===== src/rtl/pq_replace_ctrl.sv =====
// Issue controller in front of the register-tree min priority queue: paces replace strobes
// to the tree's even phase and cooldown, and returns the popped top item. Option: PQ_CTRL_STATS_EN.
`timescale 1ns/1ps
module pq_replace_ctrl #(
    parameter int                    DATA_WIDTH  = 32,
    parameter int                    REPLACE_GAP = 4,
    parameter logic [DATA_WIDTH-1:0] SENTINEL    = '1
) (
    input  logic                  clk,
    input  logic                  rst_n,
    input  logic                  in_valid,
    output logic                  in_ready,
    input  logic                  in_op,
    input  logic [DATA_WIDTH-1:0] in_data,
    output logic                  out_valid,
    input  logic                  out_ready,
    output logic [DATA_WIDTH-1:0] out_data,
    output logic                  out_empty,
    output logic                  tree_replace,
    output logic [DATA_WIDTH-1:0] tree_new_item,
    input  logic [DATA_WIDTH-1:0] tree_top_item
`ifdef PQ_CTRL_STATS_EN
    ,
    output logic [31:0]           stat_ops,
    output logic [15:0]           stat_empty,
    output logic [31:0]           stat_stall
`endif
);

    localparam int CNT_W = (REPLACE_GAP > 2) ? $clog2(REPLACE_GAP) : 1;

    typedef enum logic {READY, COOL} state_t;

    state_t           state, state_nxt;
    logic [CNT_W-1:0] gap_cnt, gap_nxt;
    logic             phase;
    logic             accept;

    // phase mirrors the tree's level indicator; both leave reset on the same edge.
    always_ff @(posedge clk) begin
        if (!rst_n) begin
            state   <= READY;
            gap_cnt <= '0;
            phase   <= 1'b0;
        end else begin
            // NOTE: state is updated with <= so every register sees pre-edge values.
            state   <= state_nxt;
            gap_cnt <= gap_nxt;
            phase   <= ~phase;
        end
    end

    always_comb begin
        // NOTE: defaults first so no path leaves a signal unassigned (no latch).
        state_nxt = state;
        gap_nxt   = gap_cnt;
        case (state)
            READY: begin
                if (accept) begin
                    state_nxt = COOL;
                    gap_nxt   = CNT_W'(REPLACE_GAP - 1);
                end
            end
            COOL: begin
                gap_nxt = gap_cnt - CNT_W'(1);
                if (gap_cnt == CNT_W'(1)) state_nxt = READY;
            end
            default: state_nxt = READY;
        endcase
    end

    // Issue only on the even phase, after cooldown, with room in the output register.
    always_comb begin
        in_ready      = rst_n && (state == READY) && !phase && (!out_valid || out_ready);
        accept        = in_valid && in_ready;
        tree_replace  = accept;
        tree_new_item = (accept && in_op) ? in_data : SENTINEL;
    end

    always_ff @(posedge clk) begin
        if (!rst_n) begin
            out_valid <= 1'b0;
            out_data  <= '0;
            out_empty <= 1'b0;
        end else if (accept) begin
            out_valid <= 1'b1;
            out_data  <= tree_top_item;
            out_empty <= (tree_top_item == SENTINEL);
        end else if (out_valid && out_ready) begin
            out_valid <= 1'b0;
        end
    end

`ifdef PQ_CTRL_STATS_EN
    // Saturating event counters.
    always_ff @(posedge clk) begin
        if (!rst_n) begin
            stat_ops   <= '0;
            stat_empty <= '0;
            stat_stall <= '0;
        end else begin
            if (accept && stat_ops != '1)
                stat_ops <= stat_ops + 32'd1;
            if (accept && tree_top_item == SENTINEL && stat_empty != '1)
                stat_empty <= stat_empty + 16'd1;
            if (in_valid && !in_ready && stat_stall != '1)
                stat_stall <= stat_stall + 32'd1;
        end
    end
`endif

endmodule


===== config.mk =====
export PLATFORM = sky130hd
export DESIGN_NAME = pq_replace_ctrl
export DESIGN_NICKNAME = d
export VERILOG_FILES = /design/src/rtl/pq_replace_ctrl.sv
export SDC_FILE = /design/constraint.sdc
export NUM_CORES = 1
export LEC_CHECK = 0
export ABC_CLOCK_PERIOD_IN_PS = 2730
export BUFFER_PORTS_ARGS = -buffer_cell sky130_fd_sc_hd__buf_2
export CORE_MARGIN = 3
export CORE_UTILIZATION = 40
export CTS_CLUSTER_DIAMETER = 150
export DETAILED_ROUTE_END_ITERATION = 8
export GPL_TIMING_DRIVEN = 0
export MAX_ROUTING_LAYER = met4
export PLACE_DENSITY = 0.87
export SKIP_LAST_GASP = 1
export SYNTH_ARGS = -nofsm -noshare
export SYNTH_HDL_FRONTEND = slang
export SYNTH_SLANG_ARGS = --single-unit

===== constraint.sdc =====
create_clock -name clk -period 2.73 [get_ports clk]
set_input_delay 0.4095 -clock clk [delete_from_list [all_inputs] [get_ports clk]]
set_output_delay 0.4095 -clock clk [all_outputs]
set_load 0.03 [all_outputs]

==> results.cfg <==
[final_layout]
drive_above_1_share_pct = 44.7
fin_util_pct = 63.0
fin_area_um2 = 2590
area_growth_pct = 47.8
final_common_cell = buf_2
multiInputGateArea_um2 = 871
final_nets = 427
instances_no_fill = 408
seq_area_um2 = 761
antenna_cells = 0
nFillCells = 393
mostFrequentLayoutCells = buf_2 (137), nand2_1 (67), dfxtp_1 (38)

[detailed_routing]
finalWirelength_mm = 5.70
vias_per_cell = 4.81
wl_per_cell_um = 14.0
firstDrtPassIters = 4
vias = 1962
route.detailed.drc = 0
final_antenna_net_count = 0
drtIter0Drc = 56

[yosys]
postSynthCellCount = 214
ys_types = 28
synthArstFlopShare_pct = 0
synth_edf_count = 0
avgSynthCellArea_um2 = 8.20
netlist_area_um2 = 1750
netlist_top_cells_area = dfxtp_1 (43%), nand2_1 (14%), or2_1 (11%)
ys_seq_area_share_pct = 43.4
yosys_warnings = 0
dominantRegCellSynth = dfxtp_1
synth_top_cell_by_area = dfxtp_1
ys_ff_latch = 38
synth_top_area_share_pct = 43.4
synth_fp_nets = 284

[setup_path]
crit_path_max_incr_delay_ns = 0.34
cp-start-kind = flop
critPathSlowestCell = dfxtp_1
cp.arrival_ns = 1.76
end_kind = primary output
path_class = flop to primary output
cp_top_family = simple AND/OR/NAND/NOR gates
required_ns = 2.32
critPathBufInv = 3
crit_fanout = 10
path_cells = and4bb_2 > nand2_2 > clkinv_2 > nand2_4 > buf_6 > or2_1 > buf_2

[floorplan]
rows = 23
die_x_um = 72.2
start_util_pct = 42.6
core_um2 = 4120
die_area_um2 = 5220
pin_count = 137
die_h_um = 72.2

[global_routing]
grt_pass1_vias = 1845
grt_usage_pct = 22.3
antenna_found_initial = 0
grt-ovfl-total = 0
grt_start_max_net_pins = 13
grt_first_pass_wirelength_mm = 8.64

[placed_design]
place_congestion = 0.849
hpwlAfterDp_mm = 4.70
dp.cells = 400
portBuffers = 136
placed_area_um2 = 2500

[timing]
skew_ns = 0.00775
tns_ns = 0
finalHoldViolCount = 0
tightest_slew_ns = 0.402
setup_viol = 0
relSlewSlack_pct = 73.2
period_share_pct = 79.5
fin_crit_ns = 2.17
holdWs_ns = 0.360
slew_violations = 0
fmax_mhz = 460
rsz0062_at_grt = no

[clocking]
clk-insertion-delay-late_ns = 0.29
cts_max_path_buffers = 2
cts_resized = 0
cts_max_level = 2
cts_root_buf = clkbuf_8
post-cts-setup-buffer-count = 0
cts.sinks = 38
numCtsBuffers = 5
cts_tree = yes
cts_hold_buf = 0
cts.clk_slew.worst_paths_ns = 0.08

[pwr]
powerDensity_nw_per_um2 = 483
ir_drop_uv = 405
leakagePower_nw = 1.17

[min_path]
holdCritPathClass = input pin to flop

[run_status]
status = finished clean

[job]
max_cap_violations = 0
-- metrics by stage --
stage          total power [mW]  setup slack (ns)
5_1_grt                    1.31             0.471
2_1_floorplan             0.757              1.02
4_1_cts                    1.27             0.547
3_3_place_gp              0.861             0.729
3_5_place_dp              0.867             0.727
6_report                   1.25             0.558
-- metal layers --
layer	up-vias	GRT usage, %	routed length (µm)
li1	979	-	-
met1	863	23.0	2010
met2	106	39.3	2950
met3	14	6.09	567
met4	0	10.2	176
met5	-	-	0
-- cell families after synthesis --
group,share of synthesized area [%]
AND/OR/NAND/NOR,33.3
AO/OA/AOI/OAI,15.6
flip-flops,43.4
buffers and inverters,6.99
adder cells (fa/ha/maj),0.713
-- final timing paths --
kind,start,endpoint,slack (ns),depth (start not counted)
max,state$_SDFF_PN0_,tree_new_item[3],0.56,7
min,tree_top_item[22],out_data[22]$_SDFFE_PN0P_,0.36,3
max reg2reg,state$_SDFF_PN0_,out_data[14]$_SDFFE_PN0P_,1.36,6
min reg2reg,out_data[2]$_SDFFE_PN0P_,out_data[2]$_SDFFE_PN0P_,0.45,2
-- synthesized netlist by cell type (all sizes together), types with 2 or more instances --
master / instances
nand2: 69
dfxtp: 38
a21boi: 33
or2: 32
buf: 10
nand4: 7
clkbuf: 4
nand3: 3
o21ai: 3
inv: 2
nor2: 2
-- layout make-up --
class,count,share of cell area (%)
inverter,3,0.483
clock inverter,2,0.483
sequential,38,29.3
tap,50,2.41
multi-input combinational,159,33.6
buffer,14,4.25
timing repair buffer,136,26.3
clock buffer,6,3.19
-- where the power goes --
part           total, mW  leakage (nW)  internal, mW  switching (mW)
clock              0.399        0.0472         0.203           0.197
sequential         0.594         0.310         0.581          0.0134
combinational      0.258         0.818         0.102           0.157
-- worst reg2reg max path, stage by stage, from the launching register on --
cell      delay [ns]
dfxtp_1         0.38
and4bb_2        0.26
nand2_2         0.10
clkinv_2        0.14
buf_4           0.21
nand2_1         0.07
a21boi_0        0.08
-- state kept, by name (all words and copies together) (netlist names) --
register	count
gap_cnt	2
out_data	32
out_empty	1
phase	1
out_valid	1
state	1
(Power assumes the default switching activity.)
